--- src/rtl/dft_pkg.sv ---
// Shared constants and state encoding for the 8-point DFT RAM sequencer.
// Latency: n/a (types and constants only).
// Backpressure: n/a.
package dft_pkg;

    localparam int SAMPLE           = 8;
    localparam int N_BIT_FOR_SAMPLE = 3;

    // RAM bank/plane selects: time-domain input bank and frequency-domain output bank
    localparam logic [1:0] SEL_X_IN  = 2'b00;
    localparam logic [1:0] SEL_X_OUT = 2'b10;

    // RAM data_in source mux
    localparam logic DIN_EXT = 1'b0;
    localparam logic DIN_ACC = 1'b1;

    typedef enum logic [2:0] {
        ST_IDLE     = 3'd0,
        ST_LOAD     = 3'd1,
        ST_COMP     = 3'd2,
        ST_WAIT_ACC = 3'd3,
        ST_WRBACK   = 3'd4,
        ST_UNLD_RD  = 3'd5,
        ST_UNLD_OUT = 3'd6
    } state_t;

endpackage

--- src/rtl/dft_idx_gen.sv ---
// Bin/sample counters, multiplier-free twiddle accumulator and MAC strobes.
// Latency: mac_en/first/last/tw_idx follow the read issue by one cycle (RAM read latency).
// Backpressure: none; counters move only when the sequencer asks.
module dft_idx_gen
    import dft_pkg::*;
#(
    parameter int sample           = SAMPLE,
    parameter int n_bit_for_sample = N_BIT_FOR_SAMPLE
) (
    input  logic                        clk,
    input  logic                        rst,
    input  logic                        n_clr,
    input  logic                        n_inc,
    input  logic                        k_clr,
    input  logic                        k_inc,
    input  logic                        tw_clr,
    input  logic                        issue,
    output logic [n_bit_for_sample-1:0] n,
    output logic [n_bit_for_sample-1:0] k,
    output logic [n_bit_for_sample-1:0] n_nxt,
    output logic [n_bit_for_sample-1:0] k_nxt,
    output logic                        mac_en,
    output logic                        mac_first,
    output logic                        mac_last,
    output logic [n_bit_for_sample-1:0] tw_idx
);

    localparam logic [n_bit_for_sample-1:0] LAST_IDX = n_bit_for_sample'(sample - 1);
    localparam logic [n_bit_for_sample-1:0] ONE      = n_bit_for_sample'(1);

    // tw_acc tracks (n*k) mod N; wrap is free because N is a power of two
    logic [n_bit_for_sample-1:0] tw_acc;

    // Next counter values, exposed so the sequencer can register addresses in step
    always_comb begin
        n_nxt = n;
        k_nxt = k;
        if (n_clr)      n_nxt = '0;
        else if (n_inc) n_nxt = n + ONE;
        if (k_clr)      k_nxt = '0;
        else if (k_inc) k_nxt = k + ONE;
    end

    // Counter and twiddle accumulator state
    always_ff @(posedge clk) begin
        if (rst) begin
            n      <= '0;
            k      <= '0;
            tw_acc <= '0;
        end else begin
            n <= n_nxt;
            k <= k_nxt;
            if (tw_clr)     tw_acc <= '0;
            else if (issue) tw_acc <= tw_acc + k;
        end
    end

    // Delay the issue-time flags one cycle so they line up with RAM read data
    always_ff @(posedge clk) begin
        if (rst) begin
            mac_en    <= 1'b0;
            mac_first <= 1'b0;
            mac_last  <= 1'b0;
            tw_idx    <= '0;
        end else begin
            mac_en    <= issue;
            mac_first <= issue && (n == '0);
            mac_last  <= issue && (n == LAST_IDX);
            tw_idx    <= issue ? tw_acc : '0;
        end
    end

endmodule

--- src/rtl/dft_seq_ctrl.sv ---
// Four-phase DFT sequencer: load samples, MAC every bin, write bins back, stream bins out.
// Latency: outputs registered from next state; one RAM read per cycle in COMP, 1-cycle read before each output bin.
// Backpressure: in_valid low stalls LOAD, acc_valid holds WAIT_ACC, out_ready low holds UNLD_OUT with data stable.
module dft_seq_ctrl
    import dft_pkg::*;
#(
    parameter int sample           = SAMPLE,
    parameter int n_bit_for_sample = N_BIT_FOR_SAMPLE
) (
    input  logic                        clk,
    input  logic                        rst,
    input  logic                        start,
    input  logic                        in_valid,
    output logic                        in_ready,
    output logic [1:0]                  ram_wr_sel,
    output logic [1:0]                  ram_rd_sel,
    output logic                        ram_wr_en,
    output logic                        ram_sub_en,
    output logic [n_bit_for_sample-1:0] ram_addr,
    output logic                        din_sel,
    output logic                        mac_en,
    output logic                        mac_first,
    output logic                        mac_last,
    output logic [n_bit_for_sample-1:0] tw_idx,
    input  logic                        acc_valid,
    output logic                        out_valid,
    input  logic                        out_ready,
    output logic                        busy,
    output logic                        done
);

    localparam logic [n_bit_for_sample-1:0] LAST_IDX = n_bit_for_sample'(sample - 1);

    state_t                      state, state_nxt;
    logic                        n_clr, n_inc, k_clr, k_inc, tw_clr, issue, done_nxt;
    logic [n_bit_for_sample-1:0] n, k, n_nxt, k_nxt, addr_nxt;
    logic                        wb_wr;
    logic                        last_seen;

    dft_idx_gen #(
        .sample           (sample),
        .n_bit_for_sample (n_bit_for_sample)
    ) u_idx_gen (
        .clk       (clk),
        .rst       (rst),
        .n_clr     (n_clr),
        .n_inc     (n_inc),
        .k_clr     (k_clr),
        .k_inc     (k_inc),
        .tw_clr    (tw_clr),
        .issue     (issue),
        .n         (n),
        .k         (k),
        .n_nxt     (n_nxt),
        .k_nxt     (k_nxt),
        .mac_en    (mac_en),
        .mac_first (mac_first),
        .mac_last  (mac_last),
        .tw_idx    (tw_idx)
    );

    // Next-state and counter control
    always_comb begin
        state_nxt = state;
        n_clr     = 1'b0;
        n_inc     = 1'b0;
        k_clr     = 1'b0;
        k_inc     = 1'b0;
        tw_clr    = 1'b0;
        issue     = 1'b0;
        done_nxt  = 1'b0;
        case (state)
            ST_IDLE: begin
                if (start) begin
                    state_nxt = ST_LOAD;
                    n_clr     = 1'b1;
                end
            end
            ST_LOAD: begin
                if (in_valid && in_ready) begin
                    if (n == LAST_IDX) begin
                        state_nxt = ST_COMP;
                        n_clr     = 1'b1;
                        k_clr     = 1'b1;
                        tw_clr    = 1'b1;
                    end else begin
                        n_inc = 1'b1;
                    end
                end
            end
            ST_COMP: begin
                issue = 1'b1;
                n_inc = 1'b1;
                if (n == LAST_IDX) begin
                    state_nxt = ST_WAIT_ACC;
                    n_clr     = 1'b1;
                end
            end
            ST_WAIT_ACC: begin
                // A stale acc_valid from before the final term must not trigger the writeback
                if (acc_valid && last_seen) state_nxt = ST_WRBACK;
            end
            ST_WRBACK: begin
                if (k == LAST_IDX) begin
                    state_nxt = ST_UNLD_RD;
                    k_clr     = 1'b1;
                end else begin
                    state_nxt = ST_COMP;
                    k_inc     = 1'b1;
                    n_clr     = 1'b1;
                    tw_clr    = 1'b1;
                end
            end
            ST_UNLD_RD: begin
                state_nxt = ST_UNLD_OUT;
            end
            ST_UNLD_OUT: begin
                if (out_ready) begin
                    if (k == LAST_IDX) begin
                        state_nxt = ST_IDLE;
                        k_clr     = 1'b1;
                        done_nxt  = 1'b1;
                    end else begin
                        state_nxt = ST_UNLD_RD;
                        k_inc     = 1'b1;
                    end
                end
            end
            default: state_nxt = ST_IDLE;
        endcase
    end

    // RAM address for the state being entered: sample index while loading/computing, bin index afterwards
    always_comb begin
        addr_nxt = '0;
        case (state_nxt)
            ST_LOAD, ST_COMP:                    addr_nxt = n_nxt;
            ST_WRBACK, ST_UNLD_RD, ST_UNLD_OUT:  addr_nxt = k_nxt;
            default:                             addr_nxt = '0;
        endcase
    end

    // State register and registered Moore outputs decoded from the next state
    always_ff @(posedge clk) begin
        if (rst) begin
            state      <= ST_IDLE;
            in_ready   <= 1'b0;
            ram_wr_sel <= SEL_X_IN;
            ram_rd_sel <= SEL_X_IN;
            wb_wr      <= 1'b0;
            ram_sub_en <= 1'b0;
            ram_addr   <= '0;
            din_sel    <= DIN_EXT;
            out_valid  <= 1'b0;
            busy       <= 1'b0;
            done       <= 1'b0;
            last_seen  <= 1'b0;
        end else begin
            state      <= state_nxt;
            in_ready   <= (state_nxt == ST_LOAD);
            ram_wr_sel <= (state_nxt == ST_WRBACK) ? SEL_X_OUT : SEL_X_IN;
            ram_rd_sel <= (state_nxt == ST_UNLD_RD || state_nxt == ST_UNLD_OUT) ? SEL_X_OUT : SEL_X_IN;
            wb_wr      <= (state_nxt == ST_WRBACK);
            ram_sub_en <= (state_nxt != ST_IDLE);
            ram_addr   <= addr_nxt;
            din_sel    <= (state_nxt == ST_WRBACK) ? DIN_ACC : DIN_EXT;
            out_valid  <= (state_nxt == ST_UNLD_OUT);
            busy       <= (state_nxt != ST_IDLE);
            done       <= done_nxt;
            last_seen  <= (state == ST_WAIT_ACC) && (last_seen || mac_last);
        end
    end

    // Load writes qualify the registered ready with the live valid; reset kills any write at once
    assign ram_wr_en = !rst && ((in_ready && in_valid) || wb_wr);

endmodule

--- config.mk ---
export PLATFORM = sky130hd
export DESIGN_NAME = dft_seq_ctrl
export DESIGN_NICKNAME = d
export VERILOG_FILES = /design/src/rtl/dft_pkg.sv /design/src/rtl/dft_idx_gen.sv /design/src/rtl/dft_seq_ctrl.sv
export SDC_FILE = /design/constraint.sdc
export NUM_CORES = 1
export LEC_CHECK = 0
export ABC_AREA = 1
export BUFFER_PORTS_ARGS = -buffer_cell sky130_fd_sc_hd__buf_2
export CAP_MARGIN = 40
export CELL_PAD_IN_SITES_DETAIL_PLACEMENT = 0
export CELL_PAD_IN_SITES_GLOBAL_PLACEMENT = 1
export CORE_ASPECT_RATIO = 1.1
export CORE_UTILIZATION = 39
export DETAILED_ROUTE_END_ITERATION = 8
export PLACE_DENSITY = 0.84
export SYNTH_ARGS = -nofsm -noshare
export SYNTH_HDL_FRONTEND = slang
export SYNTH_SLANG_ARGS = --single-unit
--- constraint.sdc ---
create_clock -name clk -period 2.05 [get_ports clk]
set_input_delay 0.3075 -clock clk [delete_from_list [all_inputs] [get_ports clk]]
set_output_delay 0.3075 -clock clk [all_outputs]
set_load 0.1 [all_outputs]
==> impl_results.md, run 1 <==
- Final hold slack: 252 ps
- MaxCap Viol Count: 0
- Synth cell types: 28
- Seq/Total Area, Yosys: between 40% and 50%
- Synth Warn #: 0
- RSZ-0062 raised after global routing: no
- Initial Utilization: 40.9%
- Static leakage: 0.807 nW
- Pre-Repair DR Iteration Count: 4
- Clk_lat worst skew: between 300 and 400 ps
- Post-synth top cells: nand2_1 (34), nor2_1 (31), dfxtp_1 (28), inv_1 (18), nand3_1 (16)
- Hold crit path type: input port to flip-flop
- Flops & latches, synth: 28
- PnR Total Power: about 1.1 mW
- Min-delay src: out_ready
- Synth area leaders: dfxtp_1 (41%), nand2_1 (9.4%), nor2_1 (8.5%), nand3_1 (5.9%), ha_1 (5.5%)
- H-tree Lvls: 1
- First-pass GRT wire length: 4690 um
- Root Buffer: clkbuf_4
- Hold Fails Final Rpt: 0
- RR Startpoint: u_idx_gen.n[0]
- Most used cell along the critical path: nand2_2
- Final Skew: about 7.4 ps
- Antenna-violating nets left: 0
- Clock transition at the registers of the reported paths: 160 ps
- Synth Instances: 183
- Vias per cell: 4.54
- Setup violations, final: 0
- CP max-delay cell: dfxtp_1
- Fin crit share: 86.4%
- 1st-iter DRT viols: 31
- Top_reg_cell synth: dfxtp_1
- Total CTS buffers: 3
- Async SR Flop Fraction: 0%
- Startpoint types: flip-flop
- Worst path cell trace: ha_1 -> ha_1 -> nand3_1 -> inv_1 -> nand2_2 -> nand3_1 -> nor2_4 -> nand2_2 -> nand2_2 -> inv_2 -> nor2_2 -> nand2_1 -> nand2_1
- Peak supply drop: 0.249 mV
- Num rows: 22
- Area growth, synth to finish: 16.4%
- Fmax: 0.565 GHz
- Fin Setup TNS: 0 ps
- Crit end category: flip-flop
- Total track usage: 16.3%
- Final WL: 2680 um
- Worst path arrival time: just over 2000 ps
- Status: finished, final reports clean
- Crit Path Max Fanout: 4
- Postcts setup bufs: 0
- Cts hold-fix bufs: 0
- Cell with the most instances after synthesis: nand2_1
- Worst path max stage delay: between 300 and 400 ps
- Gr ovfl total: 0
- Path type of the worst setup path: flip-flop to flip-flop
- Syn avg cell area: approximately 7.4 um2
- Layout fillers: between 300 and 400
- ANT cells: 0
- Post-CTS sizing: 0
- Largest net degree at the start of global routing: 17
- Routed wire per std cell: 10.5 um
- Number of remaining DRC errors: 0
- Leading area contributor after synthesis: dfxtp_1
- CTS sink cnt: 28
- Vias in the first global route: ~1100
- CTS tree: yes
- Top-Level Pins: 26
- Pwr/cell area: ~660 mW/mm2
- Post-synth EDFFs: 0
- Worst Path Required: 2340 ps
- Core Area: 0.00333 mm2
- Share of layout cells above drive strength 1: a little over a quarter
- Vias after detailed routing: 1157
- Final min period: ~1800 ps
- Post-Syn Area: 0.00136 mm2
- Pre-CTS setup slack: 289 ps
- Top-area cell type share of the netlist area: 41.2%
- DP HPWL: 2150 um
- Final worst slack: 279 ps
- Initial antenna violation count: 0
- Die Ht: 64.0 um
- Nets@finish: ~220
- Die W: 58.3 um
- GPL Wtd Cong: 0.807
- Final core utilization: 47.6%
- Setup crit start: u_idx_gen.n[0]
- Final Max Tran Viols: 0
- Max Root-Sink Buffers: 2
- I/O Buffers: 23
- Total die area: 0.00373 mm2
==> placed cells by master, fill, tap and decap left out, types with 3 or more instances in the layout <==
cell type / instances
nand2_1: 34
nor2_1: 31
dfxtp_1: 26
buf_2: 23
inv_1: 18
nand3_1: 16
nand2_2: 9
a21oi_1: 6
ha_1: 6
inv_2: 5
nor2_2: 3
clkbuf_4: 3
==> critical path: cells and delay by family (launching register included) <==
| family | cells | cell delay [ps] |
|---|---|---|
| adder cells (fa/ha/maj) | 2 | 430 |
| buffers and inverters | 2 | 110 |
| flip-flops | 1 | 350 |
| AND/OR/NAND/NOR | 9 | 840 |
==> state kept, by name (all words and copies together), names as in the netlist, 3 cells and up <==
| register | flops |
|---|---|
| ram_addr | 3 |
| state | 3 |
| u_idx_gen.k | 3 |
| u_idx_gen.n | 3 |
| u_idx_gen.tw_acc | 3 |
| u_idx_gen.tw_idx | 3 |
==> cells by family after synthesis <==
logic type | share of synthesized area (%)
muxes | 0.735
adders and majority gates | 6.99
DFF | 41.2
AOI/OAI and AO/OA | 4.41
xor gates and xnor gates | 1.93
and+or+nand+nor | 35.4
buffers and inverters | 9.10
other | 0.275
==> final cells by class <==
class | instances | area (um2) | area share, %
multi-input combinational | 127 | 692 | 43.7
sequential | 28 | 563 | 35.5
timing repair buffer | 25 | 130 | 8.21
inverter | 23 | 86.3 | 5.45
tap | 48 | 60.1 | 3.79
clock inverter | 1 | 30.0 | 1.90
clock buffer | 3 | 22.5 | 1.42
==> where the power goes <==
group | total, mW | internal [mW] | switching (mW)
combinational | 0.128 | 0.0266 | 0.101
clock | 0.367 | 0.198 | 0.169
sequential | 0.556 | 0.551 | 0.00536
==> stage by stage <==
step / instances / cell area, um2
finish: 255 / 1580
global route: 255 / 1580
CTS: 255 / 1580
detailed placement: 251 / 1530
global placement: 251 / 1530
floorplan: 184 / 1380
==> worst paths after layout <==
path                         end  slack, ps  depth (start not counted)
max                  ram_addr[0]        280                         13
min                         done        250                          3
max reg2reg          ram_addr[0]        280                         13
min reg2reg  u_idx_gen.tw_idx[2]        450                          2
==> metal layers <==
layer / vias to the layer above / global-route usage (%) / share of wire (%)
li1: 610 / - / -
met1: 511 / 20.1 / 47
met2: 31 / 29.2 / 48
met3: 5 / 1.82 / 3.4
met4: 0 / 5.36 / 1.6
met5: - / 0 / 0
No activity file was read; power rests on OpenSTA's default activity.
==> inputs of run 2 (changes only) <==
--- a/config.mk
+++ b/config.mk
@@ -13,6 +13,7 @@
 export CORE_ASPECT_RATIO = 1.1
 export CORE_UTILIZATION = 39
 export DETAILED_ROUTE_END_ITERATION = 8
+export MAX_ROUTING_LAYER = met4
 export PLACE_DENSITY = 0.84
 export SYNTH_ARGS = -nofsm -noshare
 export SYNTH_HDL_FRONTEND = slang
==> impl_results.md, run 2 (synthesis results as in run 1) <==
- Hold Fails Final Rpt: 0 (unchanged)
- Clk_lat worst skew: 340 ps (about the same)
- Die W: 58.3 um (unchanged)
- Startpoint types: flip-flop
- Die Ht: 64.0 um (unchanged)
- Setup violations, final: 0 (unchanged)
- Pre-Repair DR Iteration Count: 4 (unchanged)
- Fin crit share: 86.4% (unchanged)
- I/O Buffers: 23 (unchanged)
- Post-CTS sizing: 0 (unchanged)
- Largest net degree at the start of global routing: 17 (unchanged)
- H-tree Lvls: 1 (unchanged)
- Area growth, synth to finish: 16.4% (unchanged)
- Layout fillers: 333 (unchanged)
- Root Buffer: clkbuf_4
- Total die area: 0.00373 mm2 (unchanged)
- Clock transition at the registers of the reported paths: 160 ps (about the same)
- Final worst slack: 279 ps (unchanged)
- Most frequent cells in the layout: nand2_1 (34), nor2_1 (31), dfxtp_1 (26), buf_2 (23), inv_1 (18)
- RSZ-0062 raised after global routing: no
- Routed wire per std cell: 10.5 um (about the same)
- Status: finished, final reports clean
- Pwr/cell area: 664 mW/mm2 (unchanged)
- 1st-iter DRT viols: 30 (-3.2%)
- Pre-CTS setup slack: 289 ps (unchanged)
- Sequential power share: 52.9% (about the same)
- GPL Wtd Cong: 0.819 (+1.5%)
- Fmax: 0.565 GHz (unchanged)
- Crit end category: flip-flop
- MaxCap Viol Count: 0 (unchanged)
- NetSw: 0.276 mW (about the same)
- Vias in the first global route: 1101 (-0.27%)
- Final min period: 1770 ps (unchanged)
- CTS tree: yes
- CTS sink cnt: 28 (unchanged)
- Gate power share: 12.2% (about the same)
- Initial Utilization: 40.9% (unchanged)
- Total track usage: 16.8% (+0.44 points)
- Commonest non-fill, non-tap cell in the layout: nand2_1
- Worst Path Required: 2340 ps (about the same)
- Gr ovfl total: 0 (unchanged)
- Static leakage: 0.807 nW (unchanged)
- Cts hold-fix bufs: 0 (unchanged)
- First-pass GRT wire length: 4690 um (+0.15%)
- Final Max Tran Viols: 0 (unchanged)
- Int Power: 0.775 mW (unchanged)
- Hold crit path type: input port to flip-flop
- Vias per cell: 4.54 (unchanged)
- Max Root-Sink Buffers: 2 (unchanged)
- DP HPWL: 2150 um (unchanged)
- Postcts setup bufs: 0 (unchanged)
- Top-Level Pins: 26 (unchanged)
- Final Skew: 7.43 ps (-0.00128 ps)
- Num rows: 22 (unchanged)
- Share of layout cells above drive strength 1: 26.6% (unchanged)
- Core Area: 0.00333 mm2 (unchanged)
- Peak supply drop: 0.249 mV (unchanged)
- Multi-input logic area: 692 um2 (unchanged)
- Path type of the worst setup path: flip-flop to flip-flop
- Total CTS buffers: 3 (unchanged)
- ANT cells: 0 (unchanged)
- Reg area: 563 um2 (unchanged)
- Worst path arrival time: 2060 ps (about the same)
- Initial antenna violation count: 0 (unchanged)
- Fin Setup TNS: 0 ps (unchanged)
- Sw Ratio: 26.2% (about the same)
- Antenna-violating nets left: 0 (unchanged)
- Crit Path Max Fanout: 4 (unchanged)
- Final WL: 2680 um (about the same)
- Vias after detailed routing: 1157 (unchanged)
- Clock network fraction of total power: 34.9% (about the same)
- Nets@finish: 221 (unchanged)
- Number of remaining DRC errors: 0 (unchanged)
[run 2: worst paths after layout]
kind                            start                  end  slack [ps]  cells past startpoint
setup / recovery       u_idx_gen.n[0]          ram_addr[0]         280                     13
hold / removal              out_ready                 done         250                      3
setup reg to reg       u_idx_gen.n[0]          ram_addr[0]         280                     13
hold reg to reg   u_idx_gen.tw_acc[2]  u_idx_gen.tw_idx[2]         450                      2
[run 2: layer usage]
layer  global-route usage [%]  part of all wire [%]
met2                     29.2                    48
met3                     1.82                   3.4
met4                     5.36                   1.6
met1                     20.1                    47
met5                        -                     0
[run 2: stage by stage]
stage	cells	util (%)	total power, mW	hold slack [ps]	cell area [um2]
final	255	47.6	1.05	252	1580
after global routing	255	47.6	1.10	251	1580
after CTS	255	47.6	1.06	252	1580
after detailed placement	251	46.0	0.696	437	1530
after global placement	251	46.0	0.697	435	1530
after floorplan	184	-	0.676	417	1380
[run 2: area by class of cell]
cell class	instances	share of cell area (%)
multi-input cells	127	43.7
flip-flops and latches	28	35.5
inverters	23	5.45
repair buffers	25	8.21
clock inverters	1	1.90
well taps	48	3.79
clock buffers	3	1.42
[run 2: power by group through the flow]
stage                     registers (mW)  clock network (mW)  logic [mW]
after floorplan                    0.595                   0      0.0817
after global placement             0.568                   0       0.128
after detailed placement           0.568                   0       0.128
after CTS                          0.556               0.374       0.128
after global routing               0.558               0.401       0.137
final                              0.556               0.367       0.128
[run 2: critical path: stages (launching register included)]
cell and delay, ps:
dfxtp_1 350, ha_1 200, ha_1 230, nand3_1 130, inv_1 70, nand2_2 100, nand3_1 120, nor2_4 130
nand2_2 80, nand2_2 80, inv_2 40, nor2_2 90, nand2_1 60, nand2_1 50
==> inputs of run 3 (changes only) <==
--- a/config.mk
+++ b/config.mk
@@ -8,13 +8,14 @@
 export ABC_AREA = 1
 export BUFFER_PORTS_ARGS = -buffer_cell sky130_fd_sc_hd__buf_2
 export CAP_MARGIN = 40
-export CELL_PAD_IN_SITES_DETAIL_PLACEMENT = 0
+export CELL_PAD_IN_SITES_DETAIL_PLACEMENT = 1
 export CELL_PAD_IN_SITES_GLOBAL_PLACEMENT = 1
 export CORE_ASPECT_RATIO = 1.1
 export CORE_UTILIZATION = 39
 export DETAILED_ROUTE_END_ITERATION = 8
 export MAX_ROUTING_LAYER = met4
 export PLACE_DENSITY = 0.84
+export REMOVE_ABC_BUFFERS = 1
 export SYNTH_ARGS = -nofsm -noshare
 export SYNTH_HDL_FRONTEND = slang
 export SYNTH_SLANG_ARGS = --single-unit
==> impl_results.md, run 3 (synthesis results as in run 1) <==
- Crit end category: flip-flop
- Total track usage: 19.1% (+2.3 points)
- Hold crit path type: input port to flip-flop
- Final worst slack: 233 ps (-45.8 ps)
- Final WL: 3080 um (+15%)
- I/O Buffers: 23 (unchanged)
- Final Instance Area: 0.00156 mm2 (-1.3%)
- Status: finished, final reports clean
- Pre-CTS setup slack: 284 ps (-5.11 ps)
- Commonest non-fill, non-tap cell in the layout: nand2_1
- Max Root-Sink Buffers: 2 (unchanged)
- Worst path max stage delay: 400 ps (+50 ps)
- Root Buffer: clkbuf_4
- Final Max Tran Viols: 0 (unchanged)
- CTS tree: yes
- Final Skew: 6.48 ps (-0.947 ps)
- Peak supply drop: 0.443 mV (+78%)
- Crit Path Max Fanout: 5 (+1)
- ANT cells: 0 (unchanged)
- Largest net degree at the start of global routing: 18 (+1)
- MaxCap Viol Count: 0 (unchanged)
- Die W: 58.3 um (unchanged)
- Static leakage: 0.801 nW (-0.77%)
- CP max-delay cell: dfxtp_1
- Hold path depth: 3 (unchanged)
- Number of remaining DRC errors: 0 (unchanged)
- Total die area: 0.00373 mm2 (unchanged)
- Pre-Repair DR Iteration Count: 4 (unchanged)
- Setup violations, final: 0 (unchanged)
- Clock transition at the registers of the reported paths: 160 ps (about the same)
- Fin crit share: 88.6% (+2.2 points)
- Pwr/cell area: 674 mW/mm2 (+1.5%)
- Startpoint types: flip-flop
- Finished Layout Cells: 254 (-0.39%)
- H-tree Lvls: 1 (unchanged)
- Top-Level Pins: 26 (unchanged)
- Total CTS buffers: 3 (unchanged)
- 1st-iter DRT viols: 20 (-33%)
- PnR Total Power: 1.05 mW (+0.12%)
- Fin Setup TNS: 0 ps (unchanged)
- Vias in the first global route: 1254 (+14%)
- Share of layout cells above drive strength 1: 24.8% (-1.8 points)
- Path type of the worst setup path: flip-flop to flip-flop
- Initial antenna violation count: 0 (unchanged)
- Vias per cell: 4.71 (+3.9%)
- Nets@finish: 220 (-0.45%)
- Routed wire per std cell: 12.1 um (+15%)
- Worst Path Required: 2340 ps (about the same)
- Hold Fails Final Rpt: 0 (unchanged)
- First-pass GRT wire length: 5350 um (+14%)
- Worst path arrival time: 2110 ps (+50 ps)
- Worst path cell trace: ha_1 -> ha_1 -> inv_1 -> o21ai_1 -> nand2_1 -> nor2_1 -> inv_2 -> nor2_2 -> nand2_1 -> nand2_1
- Most used cell along the critical path: nand2_1
- Postcts setup bufs: 0 (unchanged)
- Area growth, synth to finish: 14.8%
- Antenna-violating nets left: 0 (unchanged)
- Post-DP Area: 0.00151 mm2 (-1.4%)
- Core Area: 0.00333 mm2 (unchanged)
- Most frequent cells in the layout: nand2_1 (34), nor2_1 (31), dfxtp_1 (28), buf_2 (23), inv_1 (18)
- Die Ht: 64.0 um (unchanged)
- Final hold slack: 253 ps (+0.777 ps)
- Inst Count DP: 250 (-0.40%)
- Initial Utilization: 40.9% (unchanged)
- Clk_lat worst skew: 340 ps (about the same)
- Gr ovfl total: 0 (unchanged)
- DP HPWL: 2410 um (+12%)
- Final min period: 1820 ps (+45.8 ps)
- Post-CTS sizing: 0 (unchanged)
- Cts hold-fix bufs: 0 (unchanged)
- Worst-case reg-to-reg path depth: 10 (-3)
- RSZ-0062 raised after global routing: no
- Fmax: 0.550 GHz (-2.5%)
- CTS sink cnt: 28 (unchanged)
- Final core utilization: 46.9% (-0.64 points)
- GPL Wtd Cong: 0.879 (+7.3%)
- Num rows: 22 (unchanged)
- Vias after detailed routing: 1197 (+3.5%)
-- run 3: layer usage --
| layer | wire length, um | GRT usage [%] |
|---|---|---|
| met2 | 1520 | 33.9 |
| met5 | 0 | - |
| met1 | 1390 | 21.6 |
| met4 | 68 | 7.14 |
| met3 | 96 | 2.43 |
-- run 3: area by class of cell --
class                           count  area (um2)
Inverter                           23        86.3
Multi-Input combinational cell    127         681
Tap cell                           48        60.1
Clock inverter                      1        30.0
Clock buffer                        3        22.5
Timing Repair Buffer               24         123
Fill cell                         453        1770
Sequential cell                    28         561
-- run 3: power breakdown --
group	internal [mW]	total [mW]	switching, mW
Clock	0.198	0.371	0.173
Sequential	0.551	0.556	0.00559
Combinational	0.0248	0.126	0.101
-- run 3: path summary, 6_finish.rpt --
path	end	startpoint	slack, ps
setup reg to reg	ram_addr[2]	u_idx_gen.k[0]	230
hold reg to reg	u_idx_gen.tw_idx[2]	u_idx_gen.tw_acc[2]	460
hold / removal	done	out_ready	250
setup / recovery	ram_addr[2]	u_idx_gen.k[0]	230
-- run 3: worst max-delay path: cells and delay by family (launching register included) --
family / cells / cell delay (ps)
adder cells (fa/ha/maj): 2 / 410
buffers and inverters: 2 / 200
flip-flops: 1 / 400
AND/OR/NAND/NOR: 5 / 630
AO/OA/AOI/OAI: 1 / 130
